### config.mk
export PLATFORM = sky130hd
export DESIGN_NAME = mem_arbiter
export DESIGN_NICKNAME = d
export VERILOG_FILES = /design/src/rtl/mem_arbiter_pkg.sv /design/src/rtl/mem_arb_select.sv /design/src/rtl/mem_arbiter.sv
export SDC_FILE = /design/constraint.sdc
export NUM_CORES = 1
export LEC_CHECK = 0
export ABC_CLOCK_PERIOD_IN_PS = 5300
export BUFFER_PORTS_ARGS = -buffer_cell sky130_fd_sc_hd__buf_2
export CORE_AREA = 4 4 75 77
export CTS_CLUSTER_DIAMETER = 120
export DETAILED_ROUTE_END_ITERATION = 10
export DIE_AREA = 0 0 79 81
export GPL_TIMING_DRIVEN = 0
export PLACE_DENSITY = 0.76
export SYNTH_ARGS = -nofsm -noshare
export SYNTH_HDL_FRONTEND = slang
export SYNTH_SLANG_ARGS = --single-unit
### constraint.sdc
create_clock -name clock -period 5.3 [get_ports clock]
set_clock_uncertainty 0.05 [all_clocks]
set_input_delay 0.53 -clock clock [delete_from_list [all_inputs] [get_ports clock]]
set_output_delay 0.53 -clock clock [all_outputs]
set_load 0.02 [all_outputs]
### src/rtl/mem_arbiter_pkg.sv
// Shared types and constants for the CPU/IOP system-memory arbiter.
// Bus fields use big-endian bit numbering: bit 0 of data/write enables is the MS byte.
package mem_arbiter_pkg;

  typedef enum logic [1:0] {
    OWN_NONE = 2'd0,
    OWN_CPU  = 2'd1,
    OWN_IOP  = 2'd2
  } owner_e;

  // last_owner is a single bit: which requester most recently took the bus
  localparam logic LAST_CPU = 1'b0;
  localparam logic LAST_IOP = 1'b1;

  localparam int ADDR_MSB      = 15;
  localparam int ADDR_LSB_DFLT = 31;
  localparam int DATA_W        = 32;
  localparam int BE_W          = 4;

  // The hold counter saturates at MAX_HOLD-1, so it never needs to reach MAX_HOLD itself
  function automatic int hold_cnt_w(input int max_hold);
    return (max_hold > 1) ? $clog2(max_hold) : 1;
  endfunction

endpackage

### src/rtl/mem_arb_select.sv
// Next-owner decision for the memory arbiter: ownership is sticky while requested,
// ties go to the side that did not own last, and a long-held bus is preempted.
module mem_arb_select
  import mem_arbiter_pkg::*;
#(
  parameter int MAX_HOLD = 16,
  parameter int CNT_W    = hold_cnt_w(MAX_HOLD)
) (
  input  owner_e           owner_i,
  input  logic             last_owner_i,
  input  logic [CNT_W-1:0] hold_cnt_i,
  input  logic             cpu_req_i,
  input  logic             iop_req_i,
  output owner_e           next_owner_o,
  output logic             preempt_o
);

  localparam bit               PREEMPT_EN = (MAX_HOLD > 0);
  localparam logic [CNT_W-1:0] HOLD_LAST  = CNT_W'((MAX_HOLD > 0) ? MAX_HOLD - 1 : 0);

  logic owner_req;
  logic other_req;

  always_comb begin
    owner_req = 1'b0;
    other_req = 1'b0;
    case (owner_i)
      OWN_CPU: begin
        owner_req = cpu_req_i;
        other_req = iop_req_i;
      end
      OWN_IOP: begin
        owner_req = iop_req_i;
        other_req = cpu_req_i;
      end
      default: ;
    endcase
  end

  assign preempt_o = PREEMPT_EN && (owner_i != OWN_NONE) &&
                     (hold_cnt_i == HOLD_LAST) && other_req;

  // On preemption both sides are requesting and last_owner is the current owner,
  // so the tie-break below hands the bus to the other side without a special case.
  always_comb begin
    next_owner_o = OWN_NONE;
    if ((owner_i != OWN_NONE) && owner_req && !preempt_o) begin
      next_owner_o = owner_i;
    end else if (cpu_req_i && iop_req_i) begin
      next_owner_o = (last_owner_i == LAST_CPU) ? OWN_IOP : OWN_CPU;
    end else if (cpu_req_i) begin
      next_owner_o = OWN_CPU;
    end else if (iop_req_i) begin
      next_owner_o = OWN_IOP;
    end
  end

endmodule

### src/rtl/mem_arbiter.sv
// Shares the single synchronous-read system memory between the CPU and the IOP.
// Registered ownership drives the bus mux; rvalid strobes follow the one-cycle read latency.
module mem_arbiter
  import mem_arbiter_pkg::*;
#(
  parameter int MAX_HOLD = 16,
  parameter int ADDR_LSB = ADDR_LSB_DFLT
) (
  input  logic                       clock,
  input  logic                       reset,

  input  logic                       cpu_req,
  input  logic [ADDR_MSB:ADDR_LSB]   cpu_address,
  input  logic [0:BE_W-1]            cpu_write_en,
  input  logic [0:DATA_W-1]          cpu_data,
  output logic                       cpu_grant,
  output logic                       cpu_rvalid,

  input  logic                       iop_req,
  input  logic [ADDR_MSB:ADDR_LSB]   iop_address,
  input  logic [0:BE_W-1]            iop_write_en,
  input  logic [0:DATA_W-1]          iop_data,
  output logic                       iop_grant,
  output logic                       iop_rvalid,

  output logic [ADDR_MSB:ADDR_LSB]   mem_address,
  output logic [0:BE_W-1]            mem_write_en,
  output logic [0:DATA_W-1]          mem_wdata,
  input  logic [0:DATA_W-1]          mem_rdata
);

  localparam int               CNT_W     = hold_cnt_w(MAX_HOLD);
  localparam logic [CNT_W-1:0] HOLD_LAST = CNT_W'((MAX_HOLD > 0) ? MAX_HOLD - 1 : 0);

  owner_e           owner_q, owner_d;
  logic             last_owner_q, last_owner_d;
  logic [CNT_W-1:0] hold_cnt_q, hold_cnt_d;
  logic             cpu_rvalid_q, cpu_rvalid_d;
  logic             iop_rvalid_q, iop_rvalid_d;
  logic             preempt;

  // Read data goes straight from memory to both requesters; only the strobes come from here.
  logic unused_rdata;
  assign unused_rdata = ^mem_rdata;

  mem_arb_select #(
    .MAX_HOLD (MAX_HOLD),
    .CNT_W    (CNT_W)
  ) u_select (
    .owner_i      (owner_q),
    .last_owner_i (last_owner_q),
    .hold_cnt_i   (hold_cnt_q),
    .cpu_req_i    (cpu_req),
    .iop_req_i    (iop_req),
    .next_owner_o (owner_d),
    .preempt_o    (preempt)
  );

  // Saturating at MAX_HOLD-1 keeps preemption armed however long the owner has held.
  always_comb begin
    last_owner_d = last_owner_q;
    hold_cnt_d   = '0;
    if (owner_d == OWN_CPU) begin
      last_owner_d = LAST_CPU;
    end else if (owner_d == OWN_IOP) begin
      last_owner_d = LAST_IOP;
    end
    if ((owner_d == owner_q) && (owner_q != OWN_NONE)) begin
      hold_cnt_d = (hold_cnt_q == HOLD_LAST) ? hold_cnt_q : hold_cnt_q + CNT_W'(1);
    end
  end

  assign cpu_rvalid_d = (owner_q == OWN_CPU) && cpu_req && (cpu_write_en == '0);
  assign iop_rvalid_d = (owner_q == OWN_IOP) && iop_req && (iop_write_en == '0);

  always_ff @(posedge clock or posedge reset) begin
    if (reset) begin
      owner_q      <= OWN_NONE;
      last_owner_q <= LAST_IOP;
      hold_cnt_q   <= '0;
      cpu_rvalid_q <= 1'b0;
      iop_rvalid_q <= 1'b0;
    end else begin
      owner_q      <= owner_d;
      last_owner_q <= last_owner_d;
      hold_cnt_q   <= hold_cnt_d;
      cpu_rvalid_q <= cpu_rvalid_d;
      iop_rvalid_q <= iop_rvalid_d;
    end
  end

  // Write enables are gated by both ownership and the owner's live request,
  // so a release cycle or a reset mid-write never touches memory.
  always_comb begin
    mem_address  = '0;
    mem_wdata    = '0;
    mem_write_en = '0;
    case (owner_q)
      OWN_CPU: begin
        mem_address  = cpu_address;
        mem_wdata    = cpu_data;
        mem_write_en = cpu_req ? cpu_write_en : '0;
      end
      OWN_IOP: begin
        mem_address  = iop_address;
        mem_wdata    = iop_data;
        mem_write_en = iop_req ? iop_write_en : '0;
      end
      default: ;
    endcase
  end

  assign cpu_grant  = (owner_q == OWN_CPU);
  assign iop_grant  = (owner_q == OWN_IOP);
  assign cpu_rvalid = cpu_rvalid_q;
  assign iop_rvalid = iop_rvalid_q;

endmodule

# --- Word-level counts from Yosys, hierarchy flattened ---
# Cells that the tools add are included.
classes:
  addsub: 1
  eq_ne: 7
  mux: 16
  reduce_logical: 15
ops:
  columns: ["cell", "n"]
  rows:
  - ["$pmux W32 S2", 1]
  - ["$pmux W17 S2", 1]
  - ["$mux W4", 4]
  - ["$logic_and A1 B1 Y1", 10]
  - ["$mux W2", 5]
  - ["$logic_not A4 Y1", 2]
  - ["$pmux W4 S2", 1]
  - ["$add A4 B1 Y4 const B", 1]
  - ["$eq A2 B1 Y1 const B", 2]
  - ["$eq A2 B2 Y1 const B", 2]
  - ["$eq A4 B4 Y1 const B", 1]
  - ["$pmux W1 S2", 2]
  - ["$reduce_bool A2 Y1", 2]
  - ["$eq A2 B2 Y1", 1]
  - ["$mux W1", 2]
  - ["$ne A2 B2 Y1 const B", 1]
  - ["$logic_not A1 Y1", 1]
word_totals:
  register_bits: 9
  out_inout_bits: 57
  elab_cells: 44

# --- Depth between registers and ports, before layout ---
# Gate-level depths: netlist of run 1.
logic_depth:
  word_depth: 9
  depth_mapped: 10

# --- Modules after synthesis ---
# Synthesis of run 1 repeated with hierarchy kept, for this count alone.
hier_totals:
  hier_cells: 180
  area_unflattened_um2: 1415.1
modules_own_cells:
  columns: ["module", "instances", "cells_each", "area_each_um2"]
  rows:
  - ["mem_arbiter", 1, 164, 1275.0]
  - ["mem_arb_select", 1, 16, 140.1]

# --- Least setup slack after synthesis of run 1 ---
# No wires, ideal clock.
synth_timing:
  kind: "flip-flop to output port"
  start: "reg owner_q[1]"
  end: "out mem_address[15] in the netlist's numbering"
  arrival_ps: 1742
  slack_ps: 2978
  stages_incl_launch_ff: 7
  path_cell_list: "dfrtp_1 > inv_1 > ha_1 > buf_2 > buf_1 > a22oi_1 > nor2b_1"
synth_via:
  elab_chain_len: 2
  elab_cells_between_ends: 3
  classes_between: "eq/ne (2); mux (1)"
synth_lines:
  columns: ["item", "line_no", "text"]
  rows:
  - ["start, declared", "mem_arbiter.sv:35", "owner_e owner_q, owner_d;"]
  - ["start signal, assigned", "mem_arbiter.sv:84", "owner_q <= owner_d;"]
  - ["$eq A2 B1 Y1", null, null]
  - ["via cpu_grant", "mem_arbiter.sv:16", "output logic cpu_grant,"]
  - ["$pmux W17 S2", "mem_arbiter.sv:98", "case (owner_q)"]
  - ["end, declared", "mem_arbiter.sv:26", "output logic [ADDR_MSB:ADDR_LSB] mem_address,"]
# The timed path passes the listed nets, and every way through them passes these cells.

# --- Final worst setup path of run 1 ---
layout_timing:
  start: "reg owner_q[1]"
  end: "out mem_address[31] in the netlist's numbering"
layout_via:
  elab_chain_len: 2
  elab_cells_between_ends: 3
  classes_between: "eq/ne (2); mux (1)"
layout_lines:
  columns: ["item", "line_no"]
  rows:
  - ["$eq A2 B2 Y1 / $eq A2 B1 Y1 (equally long branches)", "mem_arbiter.sv:98"]
  - ["$pmux W17 S2 (*)", "mem_arbiter.sv:98"]
# Mark *: on every way between the ends. The rest lies on a longest branch, timed or not.

==> impl_results.md, run 1 <==
- Avg Cell Area, Syn: ~7.8 um2
- Die width: 79 um
- Nets@finish: 498
- Syn Inst Count: 180
- Synth top area share: 26.0%
- Fill cell count: 541
- Reg-to-reg startpoint: owner_q[1]$_DFF_PP0_
- Power Density: about 360 nW/um2
- Dpl hpwl: 5.21 mm
- Syn_nets: 327
- Initial antenna violation count: 0
- Worst-path clk slew: 0.05 ns
- Reg-to-Reg End: last_owner_q$_DFFE_PP1P_
- CP startpoint kind: flip-flop
- Area grow syn2layout: 68.4%
- Min cycle time layout: 2.70 ns
- Core Box Area: about 5000 um2
- Pin count of the biggest net entering global routing: 11
- Seq/Total Area, Yosys: 16.0%
- RePlAce Congestion: 0.784
- Post-route ant nets: 0
- Max Fanout on Critical Path: 10
- # port buffers: 166
- CTS tree: yes
- Maximum VDD drop: 0.198 mV
- Setup WS pre-CTS: 2.85 ns
- Leakage power: between 1 and 1.5 nW
- Initial drt markers: 83
- Sequential cell area: 226 um2
- Max Root-Sink Buffers: 2
- Setup crit end kind: primary output
- Synth unique cells: 34
- Arr. time, crit path: 2.12 ns
- Post-CTS Hold Buffers: 0
- Setup Fix Bufs, Post-CTS: 0
- Period utilization: approximately half
- CTS root buf: clkbuf_8
- Tot Pwr: 0.856 mW
- Final core utilization: 47.5%
- CTS H-Tree Depth: 1
- Layout cell share with drive strength beyond 1: around 53%
- Max-slew violations: 0
- Initial Util: 28.2%
- Wire per inst: 14.6 um
- Placed Instance Area: 2330 um2
- GR Overflow Total: 0
- Worst-margin pin slew: around 0.48 ns
- Max Freq: 0.371 GHz
- First drt pass iteration count: 5
- Drt drc: 0
- RSZ-0062 raised after global routing: false
- Die ar.: 6400 um2
- Syn Std Cell Area: 1410 um2
- Vias in the first global route: 1806
- Vias per cell: 4.84
- Final setup fails: 0
- Worst Setup Slack, final: 2.60 ns
- Hold Path Class: in2async
- Synth top area cells: a22oi_1, nor2b_1, dfrtp_1
- FF+latch count, synth: 9
- All-layer global routing usage: 17.0%
- Internal reg-to-reg setup slack: 3.01 ns
- Async set or reset register ratio after synthesis: 100%
- Post-cts repair resize count: 0
- CP required: 4.72 ns
- Endpoints failing hold: 0
- Post-synth EDFFs: 0
- Total wire length: 6.15 mm
- Multi-input logic area: 1080 um2
- YS warnings: 0
- Die Span Y: 81 um
- Synth Flop Type: dfrtp_1
- Status: completed
- Final design instance area without fill: between 2000 and 2500 um2
- # rows: 26
- Total CTS buffers: 3
- Slew headroom: between 60% and 70%
- Worst r2r path cells: 8
- DR vias: approximately 2000
- Setup tns final: 0 ns
- Setup CP Type: reg2out
- Sink Count: 9
- # Max-Cap Violations: 0
- Clock Latency Late Sink: 0.23 ns
- Synth area leader: a22oi_1
- First-pass GRT wire length: 8.84 mm
- IO Pins: 199
## synth_stat cells, drive strengths merged, types with 2 or more instances
master  number
a211oi       2
a21oi        3
a22oi       51
a32oi        4
and2         2
and3         2
buf         10
clkbuf       8
dfrtp        8
ha           5
inv          6
mux2i        3
nand2        2
nand3        3
nor2b       53
nor3         2
nor3b        2
nor4         2
o21ai        4
## cells in the final DEF (no fill, tap or decap), drive strengths merged, types with 2 or more instances in the layout
master    n
nand2     2
a21oi     3
buf     176
o21ai     4
a22oi    51
clkbuf   12
nor2b    53
mux2i     3
nor3      2
dfrtp     8
inv       6
nor3b     2
and2      2
a211oi    2
and3      2
ha        5
nand3     3
a32oi     4
nor4      2
## logic make-up (layout without fill, tap and decap cells)
family                   count (synthesis)  in the layout  share of synthesized area, %
multiplexers                             4              4                          3.19
XOR/XNOR                                 1              1                         0.620
flip-flops                               9              9                          16.0
buffers and inverters                   24            194                          7.71
AND/OR/NAND/NOR                         69             69                          30.6
adder cells (fa/ha/maj)                  5              5                          4.43
other                                    0              1                             0
AO/OA/AOI/OAI                           68             68                          37.4
## where the power goes
group	total (mW)	switching (mW)	internal [mW]
Combinational	0.674	0.396	0.278
Sequential	0.102	0.0169	0.0855
Clock	0.0797	0.0273	0.0524
Total	0.856	0.440	0.416
## worst max-delay path by stage
stage / start / depth (start not counted) / endpoint / slack, ns
after global placement: owner_q[1]$_DFF_PP0_ / 7 / mem_wdata[7] / 2.89
after CTS: owner_q[1]$_DFF_PP0_ / 7 / mem_address[31] / 2.59
after floorplan: owner_q[1]$_DFF_PP0_ / 6 / mem_address[15] / 2.98
after global routing: owner_q[1]$_DFF_PP0_ / 7 / mem_wdata[7] / 2.41
final: owner_q[1]$_DFF_PP0_ / 7 / mem_address[31] / 2.60
after detailed placement: owner_q[1]$_DFF_PP0_ / 7 / mem_address[23] / 2.85
## sequential cells by signal (all words and copies together), names as in the netlist
signal        count
iop_rvalid        1
last_owner_q      1
hold_cnt_q        4
owner_q           2
cpu_rvalid        1
## layer usage
layer	global-route usage, %	vias up	share of wire, %
met1	21.2	919	41
met3	5.21	0	10
li1	-	1013	-
met4	1.37	0	0
met5	0	-	0
met2	29.9	104	49
## critical path, cell delays in order, from the launching register on
cell     delay [ns]
dfrtp_1        0.44
inv_1          0.11
ha_1           0.20
buf_2          0.25
buf_1          0.40
a22oi_1        0.12
nor2b_1        0.17
buf_2          0.19
## per-stage QoR
step,instances,hold slack [ns]
2_1_floorplan,180,0.307
3_3_place_gp,416,0.441
3_5_place_dp,416,0.460
4_1_cts,420,0.232
5_1_grt,420,0.243
6_report,421,0.208
## area by class of cell
type,count,share of cell area (%)
multi-input combinational,147,45.3
timing repair buffer,166,34.9
sequential,9,9.52
tap,70,3.68
buffer,18,3.63
clock buffer,4,1.89
inverter,6,0.947
antenna,1,0.105
(Power assumes the default switching activity.)
==> inputs of run 2 (changes only) <==
- ABC_CLOCK_PERIOD_IN_PS: 5300 -> 2560
- clock period: 5.3 -> 2.56 ns (I/O delays scaled with it)
==> run 2 against run 1 <==
- combinational power up 110%
- power rose by 110%
- sequential power rose by 110%
- setup slack got worse by 2.4 ns
- clock power is 110% higher
- sequential share of layout area fell by 0.060 points
- via count up 0.39%
- non-clock buffer count grew 1
- global-route usage is essentially flat
- register-to-register slack worse by 2.7 ns
- largest power group unchanged
- highest routed layer unchanged
==> impl_results.md, run 2 (same netlist as run 1, synthesis figures left out) <==
- Max Root-Sink Buffers: 2 (unchanged)
- Wire per inst: 14.6 um (+0.14%)
- CP required: 2.25 ns (-2.47 ns)
- Total CTS buffers: 3 (unchanged)
- Worst-path clk slew: 0.05 ns (about the same)
- Post-route ant nets: 0 (unchanged)
- Die ar.: 6400 um2 (unchanged)
- Most frequent cells in the layout: buf_2, nor2b_1, a22oi_1
- Total wire length: 6.18 mm (+0.37%)
- Top reg by flops: hold_cnt_q
- Cell mode on critical path: buf_2
- Slowest CP cell: dfrtp_1
- WHS Endpoint: iop_rvalid$_DFF_PP0_
- Vias in the first global route: 1815 (+0.50%)
- Status: completed
- Worst-margin pin slew: 0.479 ns (-0.000358 ns)
- Final setup fails: 0 (unchanged)
- RePlAce Congestion: 0.784 (unchanged)
- GR Overflow Total: 0 (unchanged)
- Sequential cell area: 226 um2 (unchanged)
- Multi-input logic area: 1080 um2 (unchanged)
- Fill cell count: 541 (unchanged)
- Max Freq: 0.427 GHz
- First-pass GRT wire length: 8.87 mm (+0.32%)
- Vias per cell: 4.84 (+0.16%)
- Nets@finish: 499 (+0.20%)
- Internal reg-to-reg setup slack: 0.27 ns (-2.74 ns)
- Initial Util: 28.2% (unchanged)
- Most common cell after layout, fill and taps aside: buf_2
- Arr. time, crit path: 2.04 ns (-0.08 ns)
- Setup CP Type: reg2out
- Setup tns final: 0 ns (unchanged)
- Pin count of the biggest net entering global routing: 11 (unchanged)
- Largest registers: hold_cnt_q: 4 flops, owner_q: 2 flops
- Hold path start: iop_write_en[3]
- # rows: 26 (unchanged)
- CP peak stage delay: 0.45 ns (about the same)
- CP top delay family: buffers and inverters
- Met1 usage: 21.3% (+0.067 points)
- Hold Path Stages: 3
- Initial antenna violation count: 0 (unchanged)
- Dpl hpwl: 5.21 mm (unchanged)
- CTS tree: yes
- Slew headroom: 68.1% (about the same)
- Placed Instance Area: 2330 um2 (unchanged)
- Final non-filler cell total: 422 (+0.24%)
- IO Pins: 199 (unchanged)
- Maximum VDD drop: 0.414 mV (+110%)
- Setup crit end kind: primary output
- Max reg flops: 4 (unchanged)
- Busiest grt layer: met2
- Die Span Y: 81 um (unchanged)
- RSZ-0062 raised after global routing: false
- Final design instance area without fill: 2390 um2 (+0.63%)
- Setup Fix Bufs, Post-CTS: 0 (unchanged)
- All-layer global routing usage: 17.0% (+0.047 points)
- First drt pass iteration count: 6 (+1)
- Placed insts: 416 (unchanged)
- Leakage power: 1.27 nW (+1.4%)
- Core Box Area: 5010 um2 (unchanged)
- Area grow syn2layout: 69.4%
- Die width: 79 um (unchanged)
- Power Density: 743 nW/um2 (+110%)
- Period utilization: just over 90%
- Drt drc: 0 (unchanged)
- # Max-Cap Violations: 0 (unchanged)
- Layout cell share with drive strength beyond 1: 53.6% (+0.99 points)
- Sink Count: 9 (unchanged)
- Min cycle time layout: 2.34 ns
- Endpoints failing hold: 0 (unchanged)
- Reg-to-Reg End: last_owner_q$_DFFE_PP1P_
- Reg-to-reg startpoint: owner_q[1]$_DFF_PP0_
- Max Fanout on Critical Path: 10 (unchanged)
- Max-slew violations: 0 (unchanged)
- Crit path buffers/inverters: 4 (unchanged)
- Met2 Use GR: 30.1% (+0.17 points)
- Clock Latency Late Sink: 0.23 ns (about the same)
- CTS root buf: clkbuf_8
- CP Cell Sequence: inv_1 > ha_1 > buf_2 > buf_1 > a22oi_1 > nor2b_1 > buf_2
- Met3 GRT Util: 5.10% (-0.11 points)
- # port buffers: 166 (unchanged)
- Worst r2r path cells: 8 (unchanged)
- CP startpoint kind: flip-flop
- Hold Path Class: in2reg
- Initial drt markers: 80 (-3.6%)
- DR vias: 2044 (+0.39%)
- CTS H-Tree Depth: 1 (unchanged)
run 2: changes by cell type in the layout (fill, tap and decap cells not counted):
cell / delta
clkbuf_2: +4
buf_1: -4
dlygate4sd3_1: +1
run 2: worst max path at each step:
| stage | end | slack (ns) | cells past startpoint | from |
|---|---|---|---|---|
| 3_5_place_dp | last_owner_q$_DFFE_PP1P_ | 0.23 | 8 | owner_q[1]$_DFF_PP0_ |
| 5_1_grt | mem_wdata[16] | 0.01 | 7 | owner_q[1]$_DFF_PP0_ |
| 4_1_cts | mem_address[31] | 0.12 | 7 | owner_q[1]$_DFF_PP0_ |
| 6_report | mem_wdata[17] | 0.22 | 7 | owner_q[1]$_DFF_PP0_ |
| 2_1_floorplan | last_owner_q$_DFFE_PP1P_ | 0.41 | 8 | owner_q[1]$_DFF_PP0_ |
| 3_3_place_gp | last_owner_q$_DFFE_PP1P_ | 0.31 | 8 | owner_q[1]$_DFF_PP0_ |
run 2: tightest hold or removal path: stages:
cell	delay, ns
buf_2	0.09
nor4_1	0.04
and2_1	0.15
run 2: layout make-up:
class                   instances  share of cell area [%]
well taps                      70                    3.66
plain buffers                  18                    3.82
repair buffers                167                    35.1
diodes                          1                   0.105
flip-flops and latches          9                    9.46
inverters                       6                   0.941
multi-input cells             147                    45.0
clock buffers                   4                    1.88
run 2: routing by layer:
metal / up-vias / part of all wire (%)
li1: 1017 / -
met2: 112 / 49
met4: 0 / 0
met1: 915 / 41
met5: - / 0
met3: 0 / 10
run 2: power by group:
part	internal (mW)	switching (mW)	total (mW)
clock	0.109	0.0564	0.165
combinational	0.580	0.821	1.40
sequential	0.177	0.0353	0.212
run 2: through the flow:
| stage | total power [mW] | hold WS [ns] | util, % | setup WS, ns |
|---|---|---|---|---|
| 6_report | 1.78 | 0.293 | 47.8 | 0.218 |
| 5_1_grt | 1.92 | 0.309 | 47.7 | 0.0121 |
| 4_1_cts | 1.78 | 0.301 | 47.6 | 0.125 |
| 3_5_place_dp | 1.61 | 0.195 | 46.5 | 0.233 |
| 3_3_place_gp | 1.58 | 0.181 | 46.5 | 0.306 |
| 2_1_floorplan | 1.17 | 0.0332 | - | 0.410 |
run 2: what timing repair did:
item	in CTS	in global routing
resized for setup	0	4
hold endpoints to repair	8	0
endpoints found under the setup margin	0	19
hold buffers	1	0
==> inputs of run 3 (changes only) <==
- SYNTH_HIERARCHICAL: unset -> 1
==> run 3 against run 2 <==
- sequential power down 3%
- critical path type is now reg2reg
- largest power group unchanged
- sequential share of layout area up 0.055 points
- combinational power shrank 10%
- wire length down 6.8%
- setup slack about the same
==> impl_results.md, run 3 <==
- Initial drt markers: 72 (-10%)
- Avg Cell Area, Syn: 7.86 um2 (+0.11%)
- CP required: 2.66 ns (+0.41 ns)
- Min cycle time layout: 2.34 ns (+0.000214 ns)
- DR vias: 2029 (-0.73%)
- Final core utilization: 47.5% (-0.27 points)
- Met1 usage: 18.8% (-2.5 points)
- Setup crit end kind: flip-flop
- Power Density: 685 nW/um2 (-7.8%)
- Max Freq: 0.427 GHz (about the same)
- Post-cts repair resize count: 0 (unchanged)
- Sink Count: 9 (unchanged)
- # Max-Cap Violations: 0 (unchanged)
- YS warnings: 6 (+6)
- Maximum VDD drop: 0.350 mV (-16%)
- Largest registers: hold_cnt_q: 4 flops, owner_q: 2 flops
- Met2 Use GR: 28.8% (-1.3 points)
- Total CTS buffers: 3 (unchanged)
- Period utilization: 91.5% (about the same)
- Most frequent cells in the layout: buf_2, nor2b_1, a22oi_1
- Initial Util: 28.1% (-0.12 points)
- Max Root-Sink Buffers: 2 (unchanged)
- First drt pass iteration count: 4 (-2)
- Die width: 79 um (unchanged)
- All-layer global routing usage: 15.3% (-1.7 points)
- Worst-path clk slew: 0.05 ns (about the same)
- # rows: 26 (unchanged)
- Layout cell share with drive strength beyond 1: 51.1% (-2.4 points)
- CP peak stage delay: 0.45 ns (about the same)
- Post-CTS Hold Buffers: 1 (unchanged)
- Fill cell count: 533 (-1.5%)
- # port buffers: 166 (unchanged)
- Endpoints failing hold: 0 (unchanged)
- Slowest CP cell: dfrtp_1
- Top reg by flops: hold_cnt_q
- Post-route ant nets: 0 (unchanged)
- Met3 GRT Util: 3.10% (-2.0 points)
- Arr. time, crit path: 2.44 ns (+0.40 ns)
- Setup CP Type: reg2reg
- Slew headroom: 71.4% (+3.3 points)
- CP Cell Sequence: inv_1 > ha_1 > a22o_2 > o2111ai_2 > mux2i_1 > xor2_1 > or3_4 > nor3_1
- CP startpoint kind: flip-flop
- Die ar.: 6400 um2 (unchanged)
- Busiest grt layer: met2
- Setup Fix Bufs, Post-CTS: 0 (unchanged)
- Wire per inst: 13.7 um (-6.4%)
- Hold Path Class: in2reg
- Clock Latency Late Sink: 0.23 ns (about the same)
- CTS root buf: clkbuf_8
- Dpl hpwl: 4.92 mm (-5.5%)
- Status: completed
- CTS tree: yes
- GR Overflow Total: 0 (unchanged)
- Most common cell after layout, fill and taps aside: buf_2
- Pin count of the biggest net entering global routing: 11 (unchanged)
- Worst-margin pin slew: 0.429 ns (-0.0499 ns)
- Max Fanout on Critical Path: 6 (-4)
- RePlAce Congestion: 0.778 (-0.79%)
- IO Pins: 199 (unchanged)
- Syn_nets: 331 (+1.2%)
- RSZ-0062 raised after global routing: false
- Nets@finish: 503 (+0.80%)
- Syn Inst Count: 179 (-0.56%)
- First-pass GRT wire length: 8.18 mm (-7.7%)
- Core Box Area: 5010 um2 (unchanged)
- Setup tns final: 0 ns (unchanged)
- Total wire length: 5.76 mm (-6.8%)
- Vias in the first global route: 1850 (+1.9%)
- Max reg flops: 4 (unchanged)
- Vias per cell: 4.83 (-0.26%)
- Leakage power: 1.29 nW (+1.4%)
- Drt drc: 0 (unchanged)
- Final setup fails: 0 (unchanged)
- CTS H-Tree Depth: 1 (unchanged)
- Initial antenna violation count: 0 (unchanged)
- Die Span Y: 81 um (unchanged)
- Syn Std Cell Area: 1410 um2 (-0.44%)
- # diodes: 0 (-1)
- Area grow syn2layout: 69.2%
- Max-slew violations: 0 (unchanged)
## run 3: final cells by class
| cell class | instances | area, um2 | area share [%] |
|---|---|---|---|
| plain buffers | 15 | 61.3 | 2.58 |
| clock buffers | 4 | 45.0 | 1.89 |
| inverters | 9 | 33.8 | 1.42 |
| multi-input cells | 146 | 1080 | 45.6 |
| flip-flops and latches | 9 | 226 | 9.52 |
| well taps | 70 | 87.6 | 3.68 |
| repair buffers | 167 | 841 | 35.3 |
## run 3: per-layer routing
metal	routed length, um	part of all wire, %	up-vias
li1	-	-	1000
met1	2230	39	930
met2	3040	53	97
met3	474	8.2	2
met4	6	0.10	0
met5	0	0	-
## run 3: path summary, 6_finish.rpt
check	from	to	slack, ns	depth (start not counted)
worst min-delay path	cpu_write_en[1]	cpu_rvalid$_DFF_PP0_	0.14	2
worst max-delay path	owner_q[0]$_DFF_PP0_	hold_cnt_q[2]$_DFFE_PP0P_	0.22	8
min in group asynchronous	reset	hold_cnt_q[3]$_DFFE_PP0P_	0.48	3
worst min register to register	last_owner_q$_DFFE_PP1P_	last_owner_q$_DFFE_PP1P_	0.43	2
worst max register to register	owner_q[0]$_DFF_PP0_	hold_cnt_q[2]$_DFFE_PP0P_	0.22	8
max in group asynchronous	reset	last_owner_q$_DFFE_PP1P_	1.67	3
## run 3: critical path: cells and delay by family (launching register included)
kind                       cells  cell delay [ns]
and+or+nand+nor                2             0.60
adders and majority gates      1             0.23
xor gates and xnor gates       1             0.12
AOI/OAI and AO/OA              2             0.34
DFF                            1             0.45
buffers and inverters          1             0.12
muxes                          1             0.35
## run 3: stage by stage
stage          worst slack [ns]  hold WS (ns)  power (mW)  instances  area (um2)
2_1_floorplan             0.391        0.0332        1.06        179        1410
3_3_place_gp              0.263         0.179        1.46        415        2320
3_5_place_dp              0.155         0.184        1.48        415        2320
4_1_cts                   0.164         0.138        1.65        420        2380
5_1_grt                  0.0343         0.130        1.77        420        2380
6_report                  0.218         0.143        1.63        420        2380
## run 3: where the power goes
group          switching (mW)  internal [mW]
clock                  0.0531          0.108
sequential             0.0328          0.172
combinational           0.735          0.530
